### src/rtl/soc_bus_ctrl_pkg.sv
// soc_bus_ctrl_pkg: shared bus widths, slave indices and controller state encoding.
`default_nettype none

package soc_bus_ctrl_pkg;

  localparam int BUS_ADDR_WIDTH = 32;
  localparam int BUS_DATA_WIDTH = 32;

  localparam int SLV_RAM   = 0;
  localparam int SLV_TIMER = 1;
  localparam int SLV_UART  = 2;
  localparam int SLV_GPIO  = 3;
  localparam int SLV_SPI   = 4;

  typedef enum logic [1:0] {
    ST_IDLE = 2'd0,
    ST_BUSY = 2'd1,
    ST_RESP = 2'd2
  } bus_state_e;

endpackage

`default_nettype wire

### src/rtl/soc_bus_ctrl_rr_arb2.sv
// rr_arb2: two-requester round-robin arbiter; the pointer records the last granted master.
`default_nettype none

module rr_arb2 (
  input  logic       clk,
  input  logic       rst,
  input  logic [1:0] i_req,
  input  logic       i_grant_en,
  output logic [1:0] o_gnt
);

  logic r_last;

  // Reset to 1 so master 0 wins the first tie.
  always_ff @(posedge clk or negedge rst) begin
    if (!rst)
      r_last <= 1'b1;
    else if (i_grant_en && (|i_req))
      r_last <= o_gnt[1];
  end

  always_comb begin
    o_gnt = 2'b00;
    case (i_req)
      2'b01:   o_gnt = 2'b01;
      2'b10:   o_gnt = 2'b10;
      2'b11:   o_gnt = r_last ? 2'b01 : 2'b10;
      default: o_gnt = 2'b00;
    endcase
  end

endmodule

`default_nettype wire

### src/rtl/soc_bus_ctrl.sv
// soc_bus_ctrl: arbitrates two bus masters, decodes onto NUM_SLV slaves and
// runs one outstanding transaction with slave-timeout error reporting.
`default_nettype none

module soc_bus_ctrl
  import soc_bus_ctrl_pkg::*;
#(
  parameter int NUM_SLV = SLV_SPI + 1,
  parameter int TIMEOUT = 255
) (
  input  logic                    clk,
  input  logic                    rst,
  input  logic                    m0_req,
  input  logic                    m0_we,
  input  logic [31:0]             m0_addr,
  input  logic [31:0]             m0_wdata,
  output logic                    m0_ack,
  output logic [31:0]             m0_rdata,
  output logic                    m0_err,
  input  logic                    m1_req,
  input  logic                    m1_we,
  input  logic [31:0]             m1_addr,
  input  logic [31:0]             m1_wdata,
  output logic                    m1_ack,
  output logic [31:0]             m1_rdata,
  output logic                    m1_err,
  output logic                    s_req,
  output logic [NUM_SLV-1:0]      s_sel,
  output logic                    s_we,
  output logic [31:0]             s_addr,
  output logic [31:0]             s_wdata,
  input  logic [32*NUM_SLV-1:0]   s_rdata,
  input  logic [NUM_SLV-1:0]      s_ack
);

  localparam int CW = $clog2(TIMEOUT + 1);

  bus_state_e         r_state, w_state_nxt;
  logic [1:0]         w_gnt;
  logic               w_grant, w_gnt_idx, r_gnt_idx;
  logic               w_we, r_we;
  logic [31:0]        w_addr, w_wdata, r_addr, r_wdata, r_rdata, w_slv_rdata;
  logic [NUM_SLV-1:0] w_sel, r_sel;
  logic               w_mapped, w_slv_ack, w_timeout, r_err, w_resp;
  logic [CW-1:0]      r_cnt, w_cnt_inc;

  rr_arb2 u_arb (
    .clk        (clk),
    .rst        (rst),
    .i_req      ({m1_req, m0_req}),
    .i_grant_en (r_state == ST_IDLE),
    .o_gnt      (w_gnt)
  );

  assign w_grant   = |w_gnt;
  assign w_gnt_idx = w_gnt[1];
  assign w_we      = w_gnt_idx ? m1_we    : m0_we;
  assign w_addr    = w_gnt_idx ? m1_addr  : m0_addr;
  assign w_wdata   = w_gnt_idx ? m1_wdata : m0_wdata;
  assign w_mapped  = ({28'd0, w_addr[31:28]} < 32'(NUM_SLV));
  assign w_slv_ack = |(s_ack & r_sel);
  assign w_cnt_inc = r_cnt + CW'(1);
  // Next count reaching TIMEOUT marks the last BUSY cycle without an ack.
  assign w_timeout = (w_cnt_inc == CW'(TIMEOUT));

  always_comb begin
    w_sel       = '0;
    w_slv_rdata = '0;
    for (int i = 0; i < NUM_SLV; i++) begin
      w_sel[i]    = (w_addr[31:28] == 4'(i));
      w_slv_rdata = w_slv_rdata | (s_rdata[i*32 +: 32] & {32{r_sel[i]}});
    end
  end

  always_ff @(posedge clk or negedge rst) begin
    if (!rst)
      r_state <= ST_IDLE;
    else
      r_state <= w_state_nxt;
  end

  always_comb begin
    w_state_nxt = r_state;
    case (r_state)
      ST_IDLE: if (w_grant) w_state_nxt = w_mapped ? ST_BUSY : ST_RESP;
      ST_BUSY: if (w_slv_ack || w_timeout) w_state_nxt = ST_RESP;
      ST_RESP: w_state_nxt = ST_IDLE;
      default: w_state_nxt = ST_IDLE;
    endcase
  end

  always_ff @(posedge clk or negedge rst) begin
    if (!rst) begin
      r_gnt_idx <= 1'b0;
      r_we      <= 1'b0;
      r_addr    <= '0;
      r_wdata   <= '0;
      r_sel     <= '0;
      r_cnt     <= '0;
      r_err     <= 1'b0;
      r_rdata   <= '0;
    end else begin
      case (r_state)
        ST_IDLE: if (w_grant) begin
          r_gnt_idx <= w_gnt_idx;
          r_we      <= w_we;
          r_addr    <= w_addr;
          r_wdata   <= w_wdata;
          r_sel     <= w_mapped ? w_sel : '0;
          r_cnt     <= '0;
          r_err     <= ~w_mapped;
          r_rdata   <= '0;
        end
        ST_BUSY: begin
          r_cnt <= w_cnt_inc;
          if (w_slv_ack) begin
            r_rdata <= w_slv_rdata;
            r_err   <= 1'b0;
          end else if (w_timeout) begin
            r_rdata <= '0;
            r_err   <= 1'b1;
          end
        end
        default: ;
      endcase
    end
  end

  always_comb begin
    s_req    = (r_state == ST_BUSY);
    s_sel    = s_req ? r_sel : '0;
    s_we     = r_we;
    s_addr   = r_addr;
    s_wdata  = r_wdata;
    w_resp   = (r_state == ST_RESP);
    m0_ack   = w_resp & ~r_gnt_idx;
    m1_ack   = w_resp &  r_gnt_idx;
    m0_rdata = m0_ack ? r_rdata : '0;
    m1_rdata = m1_ack ? r_rdata : '0;
    m0_err   = m0_ack & r_err;
    m1_err   = m1_ack & r_err;
  end

endmodule

`default_nettype wire

### config.mk
export PLATFORM = sky130hd
export DESIGN_NAME = soc_bus_ctrl
export DESIGN_NICKNAME = d
export VERILOG_FILES = /design/src/rtl/soc_bus_ctrl_pkg.sv /design/src/rtl/soc_bus_ctrl_rr_arb2.sv /design/src/rtl/soc_bus_ctrl.sv
export SDC_FILE = /design/constraint.sdc
export NUM_CORES = 1
export LEC_CHECK = 0
export BUFFER_PORTS_ARGS = -buffer_cell sky130_fd_sc_hd__buf_4
export CORE_AREA = 5 5 168 170
export DETAILED_ROUTE_END_ITERATION = 7
export DIE_AREA = 0 0 173 175
export PLACE_DENSITY_LB_ADDON = 0.12
export SYNTH_ARGS = -nofsm -noshare
export SYNTH_HDL_FRONTEND = slang
export SYNTH_SLANG_ARGS = --single-unit
export TNS_END_PERCENT = 30
### constraint.sdc
create_clock -name clk -period 2.25 [get_ports clk]
set_input_delay 0.225 -clock clk [delete_from_list [all_inputs] [get_ports clk]]
set_output_delay 0.225 -clock clk [all_outputs]
set_load 0.01 [all_outputs]
# ---- Yosys cells after proc, flatten, opt, wreduce, memory -nomap -nowiden
# Cells that the tools add are included.
dict set report classes {
  add_sub_neg 1
  order_cmp 1
  eq_ne 13
  n_mux 23
  bitwise_logic 16
  n_reduce_logical 12
}
# op n
set ops {}
lappend ops {{two-way mux 32 bit} 7}
lappend ops {{AND 32 bit} 5}
lappend ops {{OR 32 bit} 4}
lappend ops {{one-hot mux 32 bit (2 select lines)} 1}
lappend ops {{one-hot mux 8 bit (2 select lines)} 1}
lappend ops {{two-way mux 5 bit} 2}
lappend ops {{adder 8 x 1 -> 8 bit, second input constant} 1}
lappend ops {{== test 4 x 2 -> 1 bit, second input constant} 2}
lappend ops {{== test 8 bit, second input constant} 1}
lappend ops {{two-way mux 2 bit} 4}
lappend ops {{two-way mux 8 bit} 1}
lappend ops {{== test 2 bit, second input constant} 3}
lappend ops {{one-hot mux 2 bit (3 select lines)} 1}
lappend ops {{AND reduction 2 bit} 3}
lappend ops {{AND 5 bit} 1}
lappend ops {{OR reduction 5 bit} 1}
lappend ops {{AND 1 bit} 4}
lappend ops {{== test 2 x 1 -> 1 bit, second input constant} 2}
lappend ops {{== test 4 x 1 -> 1 bit, second input constant} 1}
lappend ops {{== test 4 x 3 -> 1 bit, second input constant} 1}
lappend ops {{logical NOT 4 bit} 1}
lappend ops {{< comparator 4 x 3 -> 1 bit, second input constant} 1}
lappend ops {{two-way mux 1 bit} 4}
lappend ops {{one-hot mux 2 bit (2 select lines)} 1}
lappend ops {{other kinds (11)} 13}
dict set report word_totals {
  ff_bits 115
  out_inout_bits 139
  elab_cells 76
}

# ---- Depth between registers and ports, before layout
# Gate-level depths: netlist of the first run.
dict set report logic_depth {
  ltp_word 7
  ltp_mapped 8
  ltp_nobuf 6
}

# ---- By module
# From an unflattened synthesis of the first run, not the netlist that was laid out.
dict set report hier_totals {
  hier_cells 670
  hier_area_um2 6444.9
}
# mod n_inst cells_each area_each_um2 seq_area_each_um2
set by_module_without_submodules {}
lappend by_module_without_submodules {soc_bus_ctrl 1 664 6388.6 2852.7}
lappend by_module_without_submodules {rr_arb2 1 6 56.3 26.3}

# ---- Worst setup path after synthesis of the first run
# Ideal clock, no wire load.
dict set report synth_timing {
  path_kind {flip-flop to flip-flop}
  startpoint {reg r_cnt[0]}
  endpoint {reg r_state[0]}
  t_arrival_ps 1781
  path_slack_ps 329
  path_stages_with_launch 9
  path_buffers 2
  period_less_slack_ps 1921
  cell_sequence {dfrtp_1 > ha_1 > and3_1 > buf_2 > xor2_1 > nand4_1 > nor3_4 > buf_6 > o22ai_1}
}
dict set report synth_via {
  elab_chain_len 5
}
# element line
set synth_lines {}
lappend synth_lines {{start: declaration} soc_bus_ctrl.sv:45} ;# logic [CW-1:0] r_cnt, w_cnt_inc;
lappend synth_lines {{start signal: assignment} soc_bus_ctrl.sv:115} ;# r_cnt <= w_cnt_inc;
lappend synth_lines {{adder 8 x 1 -> 8 bit} soc_bus_ctrl.sv:62} ;# assign w_cnt_inc = r_cnt + CW'(1);
lappend synth_lines {{== test 8 bit} soc_bus_ctrl.sv:64} ;# assign w_timeout = (w_cnt_inc == CW'(TIMEOUT));
lappend synth_lines {{logical OR 1 bit} soc_bus_ctrl.sv:86} ;# ST_BUSY: if (w_slv_ack || w_timeout) w_state_nxt = ST_RESP;
lappend synth_lines {{!= test 2 x 1 -> 1 bit (no line)} n/a}
lappend synth_lines {{AND reduction 2 bit (no line)} n/a}
lappend synth_lines {{end signal: assignment} soc_bus_ctrl.sv:79} ;# r_state <= w_state_nxt;
lappend synth_lines {{end: declaration} soc_bus_ctrl.sv:38} ;# bus_state_e r_state, w_state_nxt;
# No other way between the ends.
# A chain may end at the register's enable or synchronous reset.

# ---- Worst setup path in the final report of the first run
dict set report layout_timing {
  startpoint {reg r_state[1]}
  endpoint {out s_sel[0]}
}
dict set report layout_via {
  elab_chain_len 2
}
# element line
set layout_lines {}
lappend layout_lines {{== test 2 x 1 -> 1 bit} soc_bus_ctrl.sv:130} ;# s_req = (r_state == ST_BUSY);
lappend layout_lines {{two-way mux 5 bit} soc_bus_ctrl.sv:131} ;# s_sel = s_req ? r_sel : '0;
lappend layout_lines {{end: declaration} soc_bus_ctrl.sv:28} ;# output logic [NUM_SLV-1:0] s_sel,
# No other way between the ends.

==> reports/qor.yml, run 1 <==
start_util: 0.246
io_buffers: 437
synthesis.area_sq_mm: 0.00655
cpMaxStageDelayCell: "dfrtp_1"
relSlewSlack: 0.617
fin_nets: 1439
register_area_sq_mm: 0.00288
synth_top_area_frac: 0.436
wire_per_inst_um: 19.8
synth_nets: 1028
path_cells: "nand2b_1 > inv_2 > buf_4 > and2_1 > buf_4"
drtPass1Iterations: 8
rsz0062_at_grt: "false"
r2r_cells: 7
drive_gt1_frac: 0.438
hpwlAfterDp_um: 22800
ioPinCount: 438
holdPathStages: 3
critical-path-top-cell-by-count: "buf_4"
postCtsResizedCells: 0
num_rows: 60
r2r_slack_ps: 260
grt_pass1_wl_um: 44200
synth_area_leaders: "dfrtp_1, mux2i_1, o21ai_0, and2_1, nand2_1"
place_congestion: 0.790
area_delta_synth_final_pct: 65.9
tns_ps: 0
cts_tree: "yes"
overflow: 0
die_w_um: 173
p_leak_nw: 5.23
async_reset_ff_frac: 1.00
cts-root-buf: "clkbuf_16"
avgSynthCellArea_sq_um: 9.01
clkTransAtPathRegs_ps: 70
r2r-end: "r_rdata[10]"
cpLargestDelayFamily: "simple AND/OR/NAND/NOR gates"
ant_nets: 0
multi_input_area_sq_mm: 0.00338
use_met1: 0.219
setup_violations: 0
busiest_layer: "met2"
grt_pass1_vias: 7282
cts_setup_buffers: 0
clockBufferDepth: 2
hold_viol: 0
powerDensity_mw_per_mm2: 955
worstSetupPathType: "flip-flop to output port"
yosysWarningCount: 0
drv_slew: 0
clock_sink_count: 115
met3_usage: 0.0744
drt-total-wl_um: 29600
hold_class: "input pin to flip-flop"
htree_levels: 4
vdd.ir_drop.worst_uv: 418
synth_seq_cells: 115
layout_min_cycle_time_ps: 2010
drt_iter0_markers: 558
hp-start: "m0_wdata[29]"
die_h_um: 175
crit_buf_inv: 3
grt_max_degree: 57
worst_pin_slew_ps: 574
clkLatencyLatePin_ps: 410
slowest_delay_ps: 420
endpoint_kind: "output port"
vias_per_cell: 4.78
fmax_mhz: 498
coreArea_sq_mm: 0.0266
crit_fanout: 14
yosysTopAreaCell: "dfrtp_1"
power.total_mw: 10.4
synthCells: 727
crit_arrival_ps: 1780
ys_seq_area_frac: 0.440
finClkSkew_ps: 11.0
antenna_found_initial: 2
cp-start-kind: "flip-flop"
cp.required_ps: 2030
reg2reg_from: "r_cnt[1]"
route.detailed.drc: 0
globalRouteTotalUtil: 0.187
min_to: "s_wdata[29]"
die_area_sq_mm: 0.0303
fillers: 2767
synth_ff_type: "dfrtp_1"
max_cap_violations: 0
vias: 7134
fin_crit_sh: 0.893
status: "finished clean"
numCtsBuffers: 17
synth-edff-count: 0
synth_cell_types: 42
grtUsageMet2: 0.319
==> cell usage in the layout, fill, tap and decap left out, types with 3 or more instances in the layout <==
cell	count
a21oi_1	68
a222oi_1	33
a22o_1	3
a22oi_1	33
a31oi_1	3
and2_1	71
buf_12	11
buf_4	447
clkbuf_16	17
clkinvlp_4	3
dfrtp_1	114
inv_1	4
inv_6	5
mux2_2	4
mux2i_1	65
nand2_1	108
nand4_1	3
nor2_1	7
o21ai_0	106
o21ai_1	6
==> where the power goes <==
part	leakage, nW	total [mW]	internal, mW	switching (mW)
clock network	0.275	2.65	1.55	1.10
logic	3.47	4.47	2.05	2.42
registers	1.48	3.25	2.79	0.468
total	5.23	10.4	6.38	3.99
==> repair_timing <==
item / CTS / global route
hold buffers: 1 / 0
endpoints found under the hold margin: 29 / 0
endpoints found under the setup margin: 0 / 8
==> final cells by class <==
class                   instances  area share
diodes                          2    0.000460
clock buffers                  17      0.0391
clock inverters                15      0.0135
inverters                       5     0.00173
multi-input cells             540       0.311
flip-flops and latches        115       0.265
well taps                     341      0.0393
repair buffers                459       0.330
==> Yosys cell counts (2+ instances only) <==
library cell,count
a21o_1,2
a21oi_1,68
a222oi_1,33
a22o_1,3
a22oi_1,33
a31oi_1,3
and2_1,71
and3_1,2
buf_2,19
buf_6,3
clkbuf_1,45
dfrtp_1,114
ha_1,2
inv_1,4
mux2_2,4
mux2i_1,65
nand2_1,108
nand4_1,3
nor2_1,7
nor3_1,2
o21ai_0,107
o21ai_1,6
o221a_2,2
o22ai_1,2
or2_2,2
==> routing by layer <==
layer / share of wire / up-vias
li1: - / 3472
met5: 0 / -
met4: 0.015 / 0
met3: 0.093 / 23
met1: 0.40 / 3310
met2: 0.49 / 329
==> worst reg2reg max path, stage by stage, from the launching register on <==
cell     delay [ps]
dfrtp_1         400
ha_1            260
and3_1          270
xor2_1          170
nand4_1         160
nor3_4          240
buf_12          220
o21ai_0         130
==> through the flow <==
stage / hold WS (ps) / setup WS (ps) / cell area, sq um / cells / utilization
after floorplan: -70.6 / 329 / 6550 / 727 / -
after global placement: 112 / 253 / 10300 / 1459 / 0.387
after detailed placement: 114 / 197 / 10300 / 1459 / 0.387
after CTS: 66.8 / 186 / 10900 / 1492 / 0.409
after global routing: 81.5 / 43.5 / 10900 / 1494 / 0.409
final: 93.6 / 241 / 10900 / 1494 / 0.409
==> logic make-up after synthesis <==
| family | synth area share |
|---|---|
| multiplexers | 0.106 |
| AO/OA/AOI/OAI | 0.248 |
| XOR/XNOR | 0.00267 |
| flip-flops | 0.440 |
| buffers and inverters | 0.0483 |
| AND/OR/NAND/NOR | 0.152 |
| adder cells (fa/ha/maj) | 0.00382 |
==> worst max-delay path by stage <==
stage	from	end	slack (ps)	depth (start not counted)
2_1_floorplan	r_cnt[0]	r_state[0]	330	8
3_3_place_gp	r_cnt[1]	r_rdata[14]	250	7
3_5_place_dp	r_cnt[1]	r_rdata[22]	200	7
4_1_cts	r_state[1]	s_sel[0]	190	5
5_1_grt	r_cnt[1]	r_rdata[10]	40	7
6_report	r_state[1]	s_sel[0]	240	5
==> state kept, by name (all words and copies together), names as in the netlist <==
register / cells
s_addr: 32
r_state: 2
r_cnt: 8
r_sel: 5
s_wdata: 32
r_gnt_idx: 1
r_err: 1
r_rdata: 32
s_we: 1
u_arb.r_last: 1
No activity file was read; power rests on OpenSTA's default activity.
==> inputs of run 2 (changes only) <==
--- a/config.mk
+++ b/config.mk
@@ -5,10 +5,11 @@
 export SDC_FILE = /design/constraint.sdc
 export NUM_CORES = 1
 export LEC_CHECK = 0
+export ABC_AREA = 1
 export BUFFER_PORTS_ARGS = -buffer_cell sky130_fd_sc_hd__buf_4
-export CORE_AREA = 5 5 168 170
+export CORE_AREA = 5 5 167 169
 export DETAILED_ROUTE_END_ITERATION = 7
-export DIE_AREA = 0 0 173 175
+export DIE_AREA = 0 0 172 174
 export PLACE_DENSITY_LB_ADDON = 0.12
 export SYNTH_ARGS = -nofsm -noshare
 export SYNTH_HDL_FRONTEND = slang
==> run 2 against run 1 <==
Global-route usage is 0.98 points higher. Clock skew is 3.4 ps higher. Cell area is 1.6% lower. First-iteration DRC count is 30% lower. Critical endpoint is now m1_rdata[14]. Register-to-register slack better by 70 ps. Final cell count is 15% higher. Synthesized cell count is 30% higher. Fmax is 3.6% lower. Largest power group unchanged. Combinational power is 3% higher. Wire length is 4.1% higher. Via count is 8.3% higher. Critical path depth stayed put.
==> reports/qor.yml, run 2 <==
clkLatencyLatePin_ps: 420  # about the same
route.detailed.drc: 0  # unchanged
ys_seq_area_frac: 0.443  # +0.00381
coreArea_sq_mm: 0.0264  # -0.57%
async_reset_ff_frac: 1.00  # unchanged
die_w_um: 172  # -0.58%
endpoint_kind: "output port"
num_rows: 60  # unchanged
final_core_utilization: 0.405  # -0.00407
synth.cells.most_frequent: "nand2_1, nor2_1, o21ai_0"
hold_class: "input pin to flip-flop"
die_area_sq_mm: 0.0299  # -1.1%
fin_crit_sh: 0.926  # +0.0334
grt_max_degree: 64  # +12%
synth_ff_type: "dfrtp_1"
io_buffers: 437  # unchanged
antenna_found_initial: 1  # -1
vdd.ir_drop.worst_uv: 480  # +15%
globalRouteTotalUtil: 0.196  # +0.00979
drt_iter0_markers: 389  # -30%
fin_area_sq_mm: 0.0107  # -1.6%
clock_sink_count: 115  # unchanged
synth_cell_types: 30  # -29%
layout_commonest_cell: "buf_4"
status: "finished clean"
diodes: 0  # -2
ioPinCount: 438  # unchanged
synth_nets: 1244  # +21%
synth_seq_cells: 115  # unchanged
htree_levels: 4  # unchanged
drtPass1Iterations: 5  # -3
cts-root-buf: "clkbuf_16"
die_h_um: 174  # -0.57%
yosysTopAreaCell: "dfrtp_1"
tns_ps: 0  # unchanged
setup_violations: 0  # unchanged
wire_per_inst_um: 18.0  # -9.2%
clockBufferDepth: 2  # unchanged
vias_per_cell: 4.51  # -5.5%
drt-total-wl_um: 30800  # +4.1%
start_util: 0.246  # -0.000730
worst_pin_slew_ps: 658  # +83.8 ps
finClkSkew_ps: 14.4  # +3.39 ps
numCtsBuffers: 17  # unchanged
clkTransAtPathRegs_ps: 60  # about the same
postPlaceCellArea_sq_mm: 0.0101  # -1.6%
p_sw_mw: 4.20  # +5.3%
hpwlAfterDp_um: 23400  # +2.9%
p_leak_nw: 5.53  # +5.8%
worstSetupPathType: "flip-flop to output port"
hold_viol: 0  # unchanged
max_cap_violations: 0  # unchanged
area_delta_synth_final_pct: 64.8
ant_nets: 0  # unchanged
fmax_mhz: 480  # -3.6%
cp.required_ps: 2030  # about the same
fin_nets: 1659  # +15%
synthCells: 943  # +30%
overflow: 0  # unchanged
p_sw_frac: 0.403  # +0.0181
yosysWarningCount: 0  # unchanged
synth_area_leaders: "dfrtp_1, nand2_1, o21ai_0, nor2_1, a221oi_1"
fin_ws_ps: 166  # -75.2 ps
place_congestion: 0.782  # -1.1%
synth_top_area_frac: 0.439  # +0.00378
yosysMostFrequentCell: "nand2_1"
crit_arrival_ps: 1860  # +80 ps
drive_gt1_frac: 0.370  # -0.0681
synth-edff-count: 0  # unchanged
cts_setup_buffers: 0  # unchanged
power.total_mw: 10.4  # +0.53%
grt_pass1_vias: 7788  # +6.9%
powerDensity_mw_per_mm2: 975  # +2.1%
rsz0062_at_grt: "false"
r2r_cells: 10  # +3
ctsHoldBuffers: 1  # unchanged
crit_fanout: 33  # +19
avgSynthCellArea_sq_um: 6.89  # -24%
seqPwrFrac: 0.305  # -0.009
postCtsResizedCells: 0  # unchanged
holdPathStages: 3  # unchanged
cp-start-kind: "flip-flop"
mostFrequentLayoutCells: "buf_4, nand2_1, nor2_1"
pwr-share-clk: 0.254  # -0.002
p_int_mw: 6.23  # -2.4%
cts_tree: "yes"
synthesis.area_sq_mm: 0.00649  # -0.86%
layout_min_cycle_time_ps: 2080  # +75.2 ps
relSlewSlack: 0.562  # -0.0559
drv_slew: 0  # unchanged
combinationalPowerShare: 0.441  # +0.010
place_ws_ps: 312  # +115 ps
grt_pass1_wl_um: 45000  # +1.8%
vias: 7726  # +8.3%
-- run 2: final cells by class --
type                       instances  area, sq um
tap                              341          427
clock inverter                    15          145
timing repair buffer             456         3460
fill                            2908        15700
clock buffer                      17          425
multi-input combinational        707         3130
inverter                          61          229
sequential                       115         2880
-- run 2: through the flow --
stage          hold WS (ps)  instances
2_1_floorplan         -70.6        943
3_3_place_gp            313       1679
3_5_place_dp            293       1679
4_1_cts                42.5       1712
5_1_grt                55.2       1712
6_report               61.3       1712
-- run 2: per-layer routing --
| layer | track usage | up-vias | share of wire | routed length [um] |
|---|---|---|---|---|
| met2 | 0.338 | 336 | 0.49 | 15200 |
| met4 | 0.0560 | 2 | 0.020 | 607 |
| met3 | 0.0826 | 35 | 0.11 | 3450 |
| li1 | - | 3852 | - | - |
| met1 | 0.222 | 3501 | 0.38 | 11600 |
| met5 | 0 | - | 0.00042 | 13 |
-- run 2: path summary, 6_finish.rpt --
path                               from  slack (ps)            to
setup / recovery             r_state[0]         170  m1_rdata[14]
max in group asynchronous           rst        1070  u_arb.r_last
setup reg to reg               r_cnt[1]         330    r_rdata[5]
hold / removal              m1_addr[24]          60    s_addr[24]
min in group asynchronous           rst         380    r_rdata[6]
hold reg to reg            u_arb.r_last         460  u_arb.r_last
-- run 2: worst max-delay path, cell delays in order (launching register included) --
cell	delay, ps
dfrtp_1	450
nor3_1	360
inv_1	70
buf_4	250
nor2_1	150
buf_4	140
-- run 2: logic make-up (layout without fill, tap and decap cells) --
kind of cell / count (synthesis) / count (layout) / share of synthesized area
AO/OA/AOI/OAI: 183 / 183 / 0.164
XOR/XNOR: 1 / 1 / 0.00135
buffers and inverters: 121 / 549 / 0.0761
AND/OR/NAND/NOR: 521 / 521 / 0.311
adder cells (fa/ha/maj): 2 / 2 / 0.00385
flip-flops: 115 / 115 / 0.443
-- run 2: power groups by stage --
stage | sequential, mW | combinational [mW] | clock [mW]
after floorplan | 3.43 | 2.10 | 0
after global placement | 3.19 | 4.71 | 0
after detailed placement | 3.20 | 4.73 | 0
after CTS | 3.19 | 4.72 | 2.73
after global routing | 3.27 | 5.13 | 2.81
final | 3.18 | 4.60 | 2.65
